[config.mk]
export PLATFORM = sky130hd
export DESIGN_NAME = iter_counter
export DESIGN_NICKNAME = d
export VERILOG_FILES = /design/src/rtl/iter_counter.sv
export SDC_FILE = /design/constraint.sdc
export NUM_CORES = 1
export LEC_CHECK = 0
export ABC_AREA = 0
export BUFFER_PORTS_ARGS = -buffer_cell sky130_fd_sc_hd__buf_2
export CORE_MARGIN = 2
export CORE_UTILIZATION = 59
export CTS_CLUSTER_SIZE = 30
export DETAILED_ROUTE_END_ITERATION = 10
export PLACE_DENSITY = 0.84
export REMOVE_ABC_BUFFERS = 1
export SYNTH_ARGS = -nofsm -noshare
export SYNTH_HDL_FRONTEND = slang
export SYNTH_SLANG_ARGS = --single-unit
[constraint.sdc]
create_clock -name clk -period 3.5 [get_ports clk]
set_input_delay 0.175 -clock clk [delete_from_list [all_inputs] [get_ports clk]]
set_output_delay 0.175 -clock clk [all_outputs]
set_load 0.005 [all_outputs]
[src/rtl/iter_counter.sv]
// Programmable iteration counter (up/down, one-shot/auto-reload) with start/busy/done FSM.
// Optional ITER_PRESCALE_EN macro adds a per-step prescaler (presc input).
module iter_counter #(
  parameter int DW   = 8,
  parameter int INIT = 7
`ifdef ITER_PRESCALE_EN
  , parameter int PRESCALE_W = 4
`endif
) (
  input  logic          clk,
  input  logic          reset,
  input  logic          start,
  input  logic          abort,
  input  logic          ena,
  input  logic          up,
  input  logic          auto_reload,
  input  logic [DW-1:0] load_val,
`ifdef ITER_PRESCALE_EN
  input  logic [PRESCALE_W-1:0] presc,
`endif
  output logic [DW-1:0] count,
  output logic          busy,
  output logic          tc,
  output logic          done,
  output logic [1:0]    state_dbg
);

  // Handshake: start is a one-cycle request accepted in any state (abort wins);
  // busy is high for the whole pass; done is a one-cycle pulse per completed pass.
  typedef enum logic [1:0] {
    S_IDLE = 2'd0,
    S_RUN  = 2'd1,
    S_DONE = 2'd2
  } state_t;

  state_t        state, state_n;
  logic [DW-1:0] count_n;
  logic          busy_n, done_n;
  logic          dir_q, dir_n;
  logic          reload_q, reload_n;
  logic [DW-1:0] target_q, target_n;
  logic [DW-1:0] load_q, load_n;
  logic          at_target;
  logic          presc_hit;

`ifdef ITER_PRESCALE_EN
  logic [PRESCALE_W-1:0] presc_q, presc_n;
  logic [PRESCALE_W-1:0] pcnt, pcnt_n;
  assign presc_hit = (pcnt == presc_q);
`else
  assign presc_hit = 1'b1;
`endif

  assign at_target = (count == target_q);
  assign tc        = (state == S_RUN) && at_target && presc_hit;
  assign state_dbg = state;

  always_comb begin
    state_n  = state;
    count_n  = count;
    busy_n   = busy;
    done_n   = 1'b0;
    dir_n    = dir_q;
    reload_n = reload_q;
    target_n = target_q;
    load_n   = load_q;
`ifdef ITER_PRESCALE_EN
    presc_n  = presc_q;
    pcnt_n   = pcnt;
`endif
    if (abort) begin
      state_n = S_IDLE;
      count_n = DW'(INIT);
      busy_n  = 1'b0;
`ifdef ITER_PRESCALE_EN
      pcnt_n  = '0;
`endif
    end else if (start) begin
      state_n  = S_RUN;
      busy_n   = 1'b1;
      dir_n    = up;
      reload_n = auto_reload;
      load_n   = load_val;
      target_n = up ? load_val : '0;
      count_n  = up ? '0 : load_val;
`ifdef ITER_PRESCALE_EN
      presc_n  = presc;
      pcnt_n   = '0;
`endif
    end else if (state == S_RUN && ena) begin
      if (presc_hit) begin
`ifdef ITER_PRESCALE_EN
        pcnt_n = '0;
`endif
        if (at_target) begin
          done_n = 1'b1;
          if (reload_q) begin
            count_n = dir_q ? '0 : load_q;
          end else begin
            state_n = S_DONE;
            busy_n  = 1'b0;
          end
        end else begin
          count_n = dir_q ? count + 1'b1 : count - 1'b1;
        end
      end else begin
`ifdef ITER_PRESCALE_EN
        pcnt_n = pcnt + 1'b1;
`endif
      end
    end
  end

  always_ff @(posedge clk) begin
    if (reset) begin
      state    <= S_IDLE;
      count    <= DW'(INIT);
      busy     <= 1'b0;
      done     <= 1'b0;
      dir_q    <= 1'b0;
      reload_q <= 1'b0;
      target_q <= '0;
      load_q   <= '0;
`ifdef ITER_PRESCALE_EN
      presc_q  <= '0;
      pcnt     <= '0;
`endif
    end else begin
      state    <= state_n;
      count    <= count_n;
      busy     <= busy_n;
      done     <= done_n;
      dir_q    <= dir_n;
      reload_q <= reload_n;
      target_q <= target_n;
      load_q   <= load_n;
`ifdef ITER_PRESCALE_EN
      presc_q  <= presc_n;
      pcnt     <= pcnt_n;
`endif
    end
  end

endmodule

Yosys cells after proc, flatten, opt, wreduce, memory -nomap -nowiden
Cells that the tools add are included.
{"block": "totals", "regBits": 30}
{"block": "op_classes", "addsub": 2, "n_eq_ne": 4, "mux": 17, "bitwise_logic": 3, "reduce_logical": 11}
{"operator": "8-bit two-way mux", "count": 8}
{"operator": "1-bit two-way mux", "count": 9}
{"operator": "8-bit by 1-bit adder with 8-bit output, second input constant", "count": 1}
{"operator": "8-bit == test", "count": 1}
{"operator": "8-bit by 1-bit subtractor with 8-bit output, second input constant", "count": 1}
{"operator": "3-bit AND reduction", "count": 2}
{"operator": "2-bit AND reduction", "count": 2}
{"operator": "2-bit nonzero test", "count": 2}
{"operator": "4-bit OR reduction", "count": 1}
{"operator": "3-bit != test, second input constant", "count": 1}
{"operator": "1-bit inverter", "count": 3}
{"operator": "3-bit OR reduction", "count": 1}
{"operator": "2-bit by 1-bit == test with 1-bit output, second input constant", "count": 1}
{"operator": "1-bit logical AND", "count": 2}
{"operator": "2-bit != test, second input constant", "count": 1}
{"operator": "2-bit OR reduction", "count": 1}

Depth between registers and ports, before layout
Gate-level depths: netlist (run 1).
{"block": "depth", "word_depth": 5, "ltp_mapped": 8, "mapped_depth_nobuf": 8}

Least setup slack after synthesis (run 1)
No wires, ideal clock.
{"block": "synth_path", "path_type": "flip-flop to flip-flop", "from": "register dir_q", "to": "register count[7]", "setup_ps": 77, "arrival_ps": 2089, "setup_slack_ps": 1334, "stages_incl_launch_ff": 9, "path_buffers": 0, "period_less_slack_ps": 2166, "path_cell_list": "dfxtp_1 -> inv_1 -> ha_1 -> a211oi_1 -> o21ai_1 -> a31oi_1 -> xnor2_1 -> a2111o_1 -> a41oi_2"}
{"block": "synth_between", "elab_chain_cells": 5}
{"element": "start, declared", "line": "39", "rtl": "logic dir_q, dir_n;"}
{"element": "start signal, assigned", "line": "133", "rtl": "dir_q <= dir_n;"}
{"element": "8-bit two-way mux", "line": "98", "rtl": "count_n = dir_q ? '0 : load_q;"}
{"element": "8-bit two-way mux", "line": "97", "rtl": "if (reload_q) begin"}
{"element": "8-bit two-way mux (*)", "line": "95", "rtl": "if (at_target) begin"}
{"element": "8-bit two-way mux (*)", "line": "90", "rtl": "end else if (state == S_RUN && ena) begin"}
{"element": "8-bit two-way mux (*)", "line": "78", "rtl": "end else if (start) begin"}
{"element": "end signal, assigned", "line": "117", "rtl": "count <= DW'(INIT);"}
{"element": "end signal, assigned", "line": "130", "rtl": "count <= count_n;"}
{"element": "end, declared", "line": "21", "rtl": "output logic [DW-1:0] count,"}
Mark *: on every way between the ends. The rest lies on a longest branch, timed or not. The select of a mux whose other input is x is not followed.
A chain may end at the register's enable or synchronous reset.

Worst setup path in the final report (run 1)
Ends and elaborated chain as after synthesis.

==> impl_results.md, run 1 <==
- Transition time at the pin with the least slew margin: 1.09 ns
- Share of post-route cells with drive strength above 1: 0.184
- Count of maximum capacitance violations: 0
- Met3 wirelength from detailed routing: 284 µm
- Worst-path fanout max: 11
- DRC errors left: 0
- Filler cell count: 226
- Iteration-0 DRC count of the detailed router: 67
- Critical path data arrival time: 2.74 ns
- Clock edge transition at the registers on the reported setup and hold paths: 0.08 ns
- Kind of path behind the tightest hold check: in -> reg
- Antenna Violating Nets Remaining: 0
- Number of synthesized flops with an enable pin: 0
- Synth unique cells: 42
- Routed metal-1 wire length: 1670 µm
- Tmin final: 2.48 ns
- Top Layer Used: met4
- TritonCTS sink count: 29
- Biggest area consumer among synthesized cells: sky130_fd_sc_hd__dfxtp_1
- Layout Nets: 238
- Count of input and output buffers: 27
- Overall fraction of global-route tracks in use: 0.268
- Wire length on met2: 1990 µm
- Worst-case vdd ir drop: 334 µV
- H-tree Lvls: 2
- Ratio of total power to cell area: 392 nW/µm²
- Cell depth of the worst hold path: 3
- First-pass GRT wire length: 6540 µm
- Area of the multi-input gates: 937 µm²
- GR Overflow Total: 0
- CTS tree: built
- Worst-case clock buffer depth: 2
- Seq. cell area: 581 µm²
- Die Footprint: 3140 µm²
- Synth-to-Final Area Change: 10.1%
- Fmax: 0.403 GHz
- Post-synth top flop: sky130_fd_sc_hd__dfxtp_1
- Final number of hold-violating endpoints: 0
- Pin count of the biggest net entering global routing: 21
- Resize count post-CTS: 0
- Result of the run: finished, final reports clean
- Proportion of register bits with asynchronous set or reset after synthesis: 0
- Post-Synthesis Cell Area: 1600 µm²
- Cell at the root of the clock tree: sky130_fd_sc_hd__clkbuf_4
- Avg Cell Area, Syn: 8.27 µm²
- Kind of end point of the critical path: flop
- Hold-fix buffer count after cts: 0
- Skew final: 0.00422 ns
- Number of post-CTS setup repair buffers: 0
- Total Wirelength: 3990 µm
- Antenna violations before repair: 0
- Post-detailed-route via-to-cell ratio: 6.08
- Synth top area share: 0.364
- Chip Width: 56.0 µm
- Synth warnings: 0
- Type of the setup path with the least slack: reg -> reg
- HPWL reported at the end of detailed placement: 2780 µm
- Clock latency on the worst-skew pair: 0.33 ns
- Vias in the first global route: 1472
- Worst EP required: 3.76 ns
- Ports placed on the boundary: 28
- Total CTS buffers: 5
- Lkg Pwr: 0.000652 µW
- Instance count of the mapped netlist: 193
- Final antenna diode count: 0
- Number of synthesized register bits: 29
- Vert. Die Dim: 56.0 µm
- Fraction of the yosys area taken by sequential cells: 0.364
- DR WL/cell: 16.2 µm
- Starting Density: 0.633
- Area of the core: 2520 µm²
- Count of standard-cell rows: 18
- Final weighted congestion in routability-driven placement: 0.924
- Setup TNS Final: 0 ns
- Cell count of the worst reg-to-reg path: 8
- Vias after detailed routing: 1502
- Final max-slew violation count: 0
- Share of the clock period used by the worst path: 0.709
- Area contributors post-synth: sky130_fd_sc_hd__dfxtp_1, sky130_fd_sc_hd__nand2_1, sky130_fd_sc_hd__a21oi_1, sky130_fd_sc_hd__xnor2_1, sky130_fd_sc_hd__ha_1
- # setup viols final: 0
- Setup repair after global routing missed its margin: no
- Router iterations before antenna repair: 4
- Utilization of the core after routing: 0.697
- Normalized max-slew margin: 0.267
- Worst hold margin: 0.0777 ns
- Startpoint type of the worst setup path: flop
## synthesized netlist by cell type (2+ instances only)
library cell,instances
sky130_fd_sc_hd__nand4_1,3
sky130_fd_sc_hd__buf_2,3
sky130_fd_sc_hd__a21oi_1,26
sky130_fd_sc_hd__mux2i_1,2
sky130_fd_sc_hd__a2bb2oi_1,2
sky130_fd_sc_hd__dfxtp_1,29
sky130_fd_sc_hd__inv_1,2
sky130_fd_sc_hd__xnor2_1,13
sky130_fd_sc_hd__buf_6,2
sky130_fd_sc_hd__nand2_1,39
sky130_fd_sc_hd__ha_1,6
sky130_fd_sc_hd__a21o_1,4
sky130_fd_sc_hd__nor3_1,3
sky130_fd_sc_hd__nand3_1,9
sky130_fd_sc_hd__clkbuf_1,5
sky130_fd_sc_hd__nor4b_1,2
sky130_fd_sc_hd__nor2_1,5
sky130_fd_sc_hd__a31oi_1,7
sky130_fd_sc_hd__o21ai_1,2
sky130_fd_sc_hd__o21ai_0,6
sky130_fd_sc_hd__a211oi_1,2
## per-layer routing
metal	vias to the layer above	track usage
met5	-	0
met4	0	0.122
met3	6	0.0837
met2	50	0.459
met1	716	0.303
li1	730	-
## per-stage QoR
stage / cell area [µm²] / total power [µW] / std cells / setup WS [ns]
2_1_floorplan: 1530 / 455 / 181 / 1.33
3_3_place_gp: 1710 / 494 / 239 / 1.19
3_5_place_dp: 1710 / 502 / 239 / 1.09
4_1_cts: 1760 / 689 / 247 / 1.08
5_1_grt: 1760 / 719 / 247 / 0.917
6_report: 1760 / 689 / 247 / 1.02
## kinds of logic (layout without fill, tap and decap cells)
group,Yosys count,count (layout),synth area share
DFF,29,29,0.364
and+or+nand+nor,68,68,0.201
buffers and inverters,15,39,0.0494
xor gates and xnor gates,14,14,0.0768
AOI/OAI and AO/OA,57,57,0.228
adders and majority gates,7,7,0.0596
muxes,3,3,0.0219
## path summary, 6_finish.rpt
path	from	to	slack, ns
setup / recovery	dir_q$_SDFFE_PP0P_	count[7]$_SDFFE_PP0P_	1.02
hold / removal	auto_reload	reload_q$_SDFFE_PP0P_	0.08
setup reg to reg	dir_q$_SDFFE_PP0P_	count[7]$_SDFFE_PP0P_	1.02
hold reg to reg	load_q[2]$_SDFFE_PP0P_	load_q[2]$_SDFFE_PP0P_	0.46
## critical path, cell delays in order, from the launching register on
cell and delay (ns):
sky130_fd_sc_hd__dfxtp_1 0.47, sky130_fd_sc_hd__inv_1 0.25, sky130_fd_sc_hd__ha_1 0.35, sky130_fd_sc_hd__a211oi_1 0.27, sky130_fd_sc_hd__o21ai_1 0.16, sky130_fd_sc_hd__a31oi_1 0.23
sky130_fd_sc_hd__xnor2_1 0.10, sky130_fd_sc_hd__a2111o_1 0.42, sky130_fd_sc_hd__a41oi_2 0.16
## where the power goes
part	internal (µW)	total, µW	switching (µW)
Sequential	343	357	13.8
Combinational	61.9	140	78.2
Clock	79.8	192	112
## state kept, by name (all words and copies together) (netlist names)
name	cells
reload_q	1
dir_q	1
count	8
done	1
load_q	8
state_dbg	2
target_q	8
## cell usage in the layout, fill, tap and decap left out, types with 2 or more instances in the layout
master	Yosys	layout
sky130_fd_sc_hd__nand2_1	39	39
sky130_fd_sc_hd__dfxtp_1	29	29
sky130_fd_sc_hd__buf_2	3	27
sky130_fd_sc_hd__a21oi_1	26	26
sky130_fd_sc_hd__xnor2_1	13	13
sky130_fd_sc_hd__nand3_1	9	9
sky130_fd_sc_hd__a31oi_1	7	7
sky130_fd_sc_hd__o21ai_0	6	6
sky130_fd_sc_hd__ha_1	6	6
sky130_fd_sc_hd__nor2_1	5	5
sky130_fd_sc_hd__clkbuf_4	0	5
sky130_fd_sc_hd__a21o_1	4	4
sky130_fd_sc_hd__nand4_1	3	3
sky130_fd_sc_hd__nor3_1	3	3
sky130_fd_sc_hd__clkbuf_1	5	3
sky130_fd_sc_hd__inv_1	2	2
sky130_fd_sc_hd__o21ai_1	2	2
sky130_fd_sc_hd__nor4b_1	2	2
sky130_fd_sc_hd__a2bb2oi_1	2	2
sky130_fd_sc_hd__a211oi_1	2	2
sky130_fd_sc_hd__mux2i_1	2	2
## cell type report
cell class	instances	area share
well taps	30	0.0214
clock buffers	8	0.0278
repair buffers	28	0.0811
multi-input cells	149	0.533
inverters	3	0.00641
flip-flops and latches	29	0.330
No activity file was read; power rests on OpenSTA's default activity.
==> run 2: changes to the inputs <==
--- a/config.mk
+++ b/config.mk
@@ -8,10 +8,10 @@
 export ABC_AREA = 0
 export BUFFER_PORTS_ARGS = -buffer_cell sky130_fd_sc_hd__buf_2
 export CORE_MARGIN = 2
-export CORE_UTILIZATION = 59
+export CORE_UTILIZATION = 49
 export CTS_CLUSTER_SIZE = 30
 export DETAILED_ROUTE_END_ITERATION = 10
-export PLACE_DENSITY = 0.84
+export PLACE_DENSITY = 0.75
 export REMOVE_ABC_BUFFERS = 1
 export SYNTH_ARGS = -nofsm -noshare
 export SYNTH_HDL_FRONTEND = slang
==> constraint.sdc (replaced) <==
create_clock -name clk -period 2 [get_ports clk]
set_input_delay 0.1 -clock clk [delete_from_list [all_inputs] [get_ports clk]]
set_output_delay 0.1 -clock clk [all_outputs]
set_load 0.005 [all_outputs]
==> run 2 against run 1 <==
  * Total power increased by 85%
  * Combinational power increased by 130%
  * Clock skew up 0.0024 ns
  * Maximum frequency grew 26%
  * Critical path depth did not move
  * Wire length grew 4.7%
  * First-iteration DRC count fell by 12%
  * Sequential share of layout area fell by 4.8 points
  * Critical path type unchanged
  * Register-to-register slack lost 0.99 ns
==> impl_results.md, run 2 (synthesized netlist as in run 1, its figures left out) <==
- Type of the setup path with the least slack: reg -> reg
- Worst-case clock buffer depth: 2 (unchanged)
- Vert. Die Dim: 61.1 µm (+9.0%)
- Vias after detailed routing: 1592 (+6.0%)
- Switching power: 375 µW (+84%)
- TritonCTS sink count: 29 (unchanged)
- H-tree Lvls: 2 (unchanged)
- Design area: 2060 µm² (+17%)
- Area of the core: 3080 µm² (+22%)
- Overall fraction of global-route tracks in use: 0.237 (-0.0314)
- Reg2reg end: count[7]$_SDFFE_PP0P_
- HPWL reported at the end of detailed placement: 2950 µm (+6.0%)
- Chip Width: 61.1 µm (+9.0%)
- Switching part of the total: 0.294 (-0.00269)
- Count of maximum capacitance violations: 0 (unchanged)
- Total CTS buffers: 5 (unchanged)
- Critical path data arrival time: 2.22 ns (-0.52 ns)
- Most common library cell in the layout ignoring fill and taps: sky130_fd_sc_hd__nand2_1
- Final number of hold-violating endpoints: 0 (unchanged)
- Count of input and output buffers: 27 (unchanged)
- Worst path setup slack after routing: 0.0341 ns (-0.986 ns)
- Final antenna diode count: 0 (unchanged)
- Worst reg2reg startpoint: dir_q$_SDFFE_PP0P_
- Kind of end point of the critical path: flop
- Final max-slew violation count: 0 (unchanged)
- Largest regs: count x8, load_q x8, target_q x8
- DRC errors left: 0 (unchanged)
- Starting Density: 0.519 (-0.114)
- Transition time at the pin with the least slew margin: 0.691 ns (-0.402 ns)
- Cell depth of the worst hold path: 3 (unchanged)
- Worst-path fanout max: 6 (-5)
- Ports placed on the boundary: 28 (unchanged)
- Tmin final: 1.97 ns (-0.514 ns)
- Hold Crit Start: auto_reload
- Router iterations before antenna repair: 4 (unchanged)
- Number of post-CTS setup repair buffers: 0 (unchanged)
- Pre-CTS setup slack: -0.0342 ns (-1.13 ns)
- Ratio of total power to cell area: 619 nW/µm² (+58%)
- Share of post-route cells with drive strength above 1: 0.324 (+0.139)
- Post-detailed-route via-to-cell ratio: 5.53 (-9.1%)
- Cell count of the worst reg-to-reg path: 8 (unchanged)
- CTS tree: built
- GR Overflow Total: 0 (unchanged)
- Lkg Pwr: 0.000797 µW (+22%)
- Vias in the first global route: 1406 (-4.5%)
- Antenna Violating Nets Remaining: 0 (unchanged)
- Count of standard-cell rows: 20 (+2)
- Cell at the root of the clock tree: sky130_fd_sc_hd__clkbuf_4
- Startpoint type of the worst setup path: flop
- Utilization of the core after routing: 0.670 (-0.0266)
- Kind of path behind the tightest hold check: in -> reg
- Pin count of the biggest net entering global routing: 21 (unchanged)
- Fmax: 0.509 GHz (+26%)
- DR WL/cell: 14.5 µm (-10%)
- Clk pwr share: 0.258 (-0.021)
- Clock edge transition at the registers on the reported setup and hold paths: 0.09 ns (about the same)
- Filler cell count: 269 (+19%)
- Placement-stage cell area: 1940 µm² (+14%)
- Most used cells in the layout excluding fill and tap cells: sky130_fd_sc_hd__nand2_1, sky130_fd_sc_hd__dfxtp_1, sky130_fd_sc_hd__buf_2, sky130_fd_sc_hd__buf_4, sky130_fd_sc_hd__a21oi_1
- Register-to-register setup slack: 0.03 ns (-0.99 ns)
- Skew final: 0.00660 ns (+0.00238 ns)
- Synth-to-Final Area Change: 29.2%
- Hold-critical path endpoint: reload_q$_SDFFE_PP0P_
- Internal Pwr Total: 902 µW (+86%)
- Layout Nets: 265 (+11%)
- Worst-case vdd ir drop: 345 µV (+3.4%)
- Fraction of power consumed by sequential logic: 0.485 (-0.033)
- Worst EP required: 2.25 ns (-1.51 ns)
- Iteration-0 DRC count of the detailed router: 59 (-12%)
- # setup viols final: 0 (unchanged)
- Clock latency on the worst-skew pair: 0.32 ns (about the same)
- Final weighted congestion in routability-driven placement: 0.877 (-5.1%)
- First-pass GRT wire length: 6400 µm (-2.2%)
- Antenna violations before repair: 0 (unchanged)
- Result of the run: finished, final reports clean
- Total Wirelength: 4180 µm (+4.7%)
- Normalized max-slew margin: 0.539 (+0.273)
- Share of total power in combinational logic: 0.257 (+0.054)
- Share of the clock period used by the worst path: 0.983 (+0.274)
- Die Footprint: 3730 µm² (+19%)
- Setup TNS Final: 0 ns (unchanged)
==> run 2: layout make-up <==
type	instances	area, µm²	share of cell area
clock buffers	8	48.8	0.0237
inverters	3	13.8	0.00667
flip-flops and latches	29	583	0.283
repair buffers	55	358	0.173
multi-input cells	149	1000	0.487
well taps	44	55.1	0.0267
==> run 2: power by group through the flow <==
| stage | clock network, µW | logic [µW] | registers (µW) |
|---|---|---|---|
| 2_1_floorplan | 0 | 164 | 633 |
| 3_3_place_gp | 0 | 285 | 630 |
| 3_5_place_dp | 0 | 288 | 631 |
| 4_1_cts | 345 | 295 | 619 |
| 5_1_grt | 372 | 358 | 622 |
| 6_report | 329 | 328 | 620 |
==> run 2: how the worst max path moves through the flow <==
stage | startpoint | to | slack [ns]
after detailed placement | dir_q$_SDFFE_PP0P_ | count[7]$_SDFFE_PP0P_ | -0.03
after global routing | count[0]$_SDFFE_PP1P_ | count[4]$_SDFFE_PP0P_ | -0.1
after global placement | dir_q$_SDFFE_PP0P_ | count[7]$_SDFFE_PP0P_ | 0.01
after floorplan | dir_q$_SDFFE_PP0P_ | count[7]$_SDFFE_PP0P_ | -0.17
after CTS | dir_q$_SDFFE_PP0P_ | count[7]$_SDFFE_PP0P_ | 0.008
final | dir_q$_SDFFE_PP0P_ | count[7]$_SDFFE_PP0P_ | 0.03
==> run 2: repair_timing <==
action / CTS / global route
resized for setup: 4 / 10
hold buffers: 0 / 0
endpoints found under the hold margin: 0 / 0
setup endpoints to repair: 1 / 4
pin swaps: 1 / 3
==> run 2: metal layers <==
metal | routed length (µm) | vias up | track usage
met5 | 0 | - | 0
met4 | 48 | 0 | 0.0745
met3 | 169 | 6 | 0.0567
met2 | 2070 | 39 | 0.397
met1 | 1890 | 758 | 0.302
li1 | - | 789 | -
==> run 2: critical path, stage by stage, from the launching register on <==
cell,delay [ns]
sky130_fd_sc_hd__dfxtp_2,0.36
sky130_fd_sc_hd__inv_4,0.06
sky130_fd_sc_hd__ha_1,0.30
sky130_fd_sc_hd__o211ai_1,0.12
sky130_fd_sc_hd__o21ai_2,0.24
sky130_fd_sc_hd__a31oi_4,0.13
sky130_fd_sc_hd__xnor2_2,0.15
sky130_fd_sc_hd__a2111o_1,0.38
sky130_fd_sc_hd__a41oi_2,0.16
==> run 2: per-stage QoR <==
stage	hold slack (ns)	power, µW	std cells
final	0.0113	1280	288
after global routing	0.00697	1350	288
after CTS	0.00210	1260	288
after detailed placement	0.345	920	280
after global placement	0.343	916	280
after floorplan	0.165	797	181
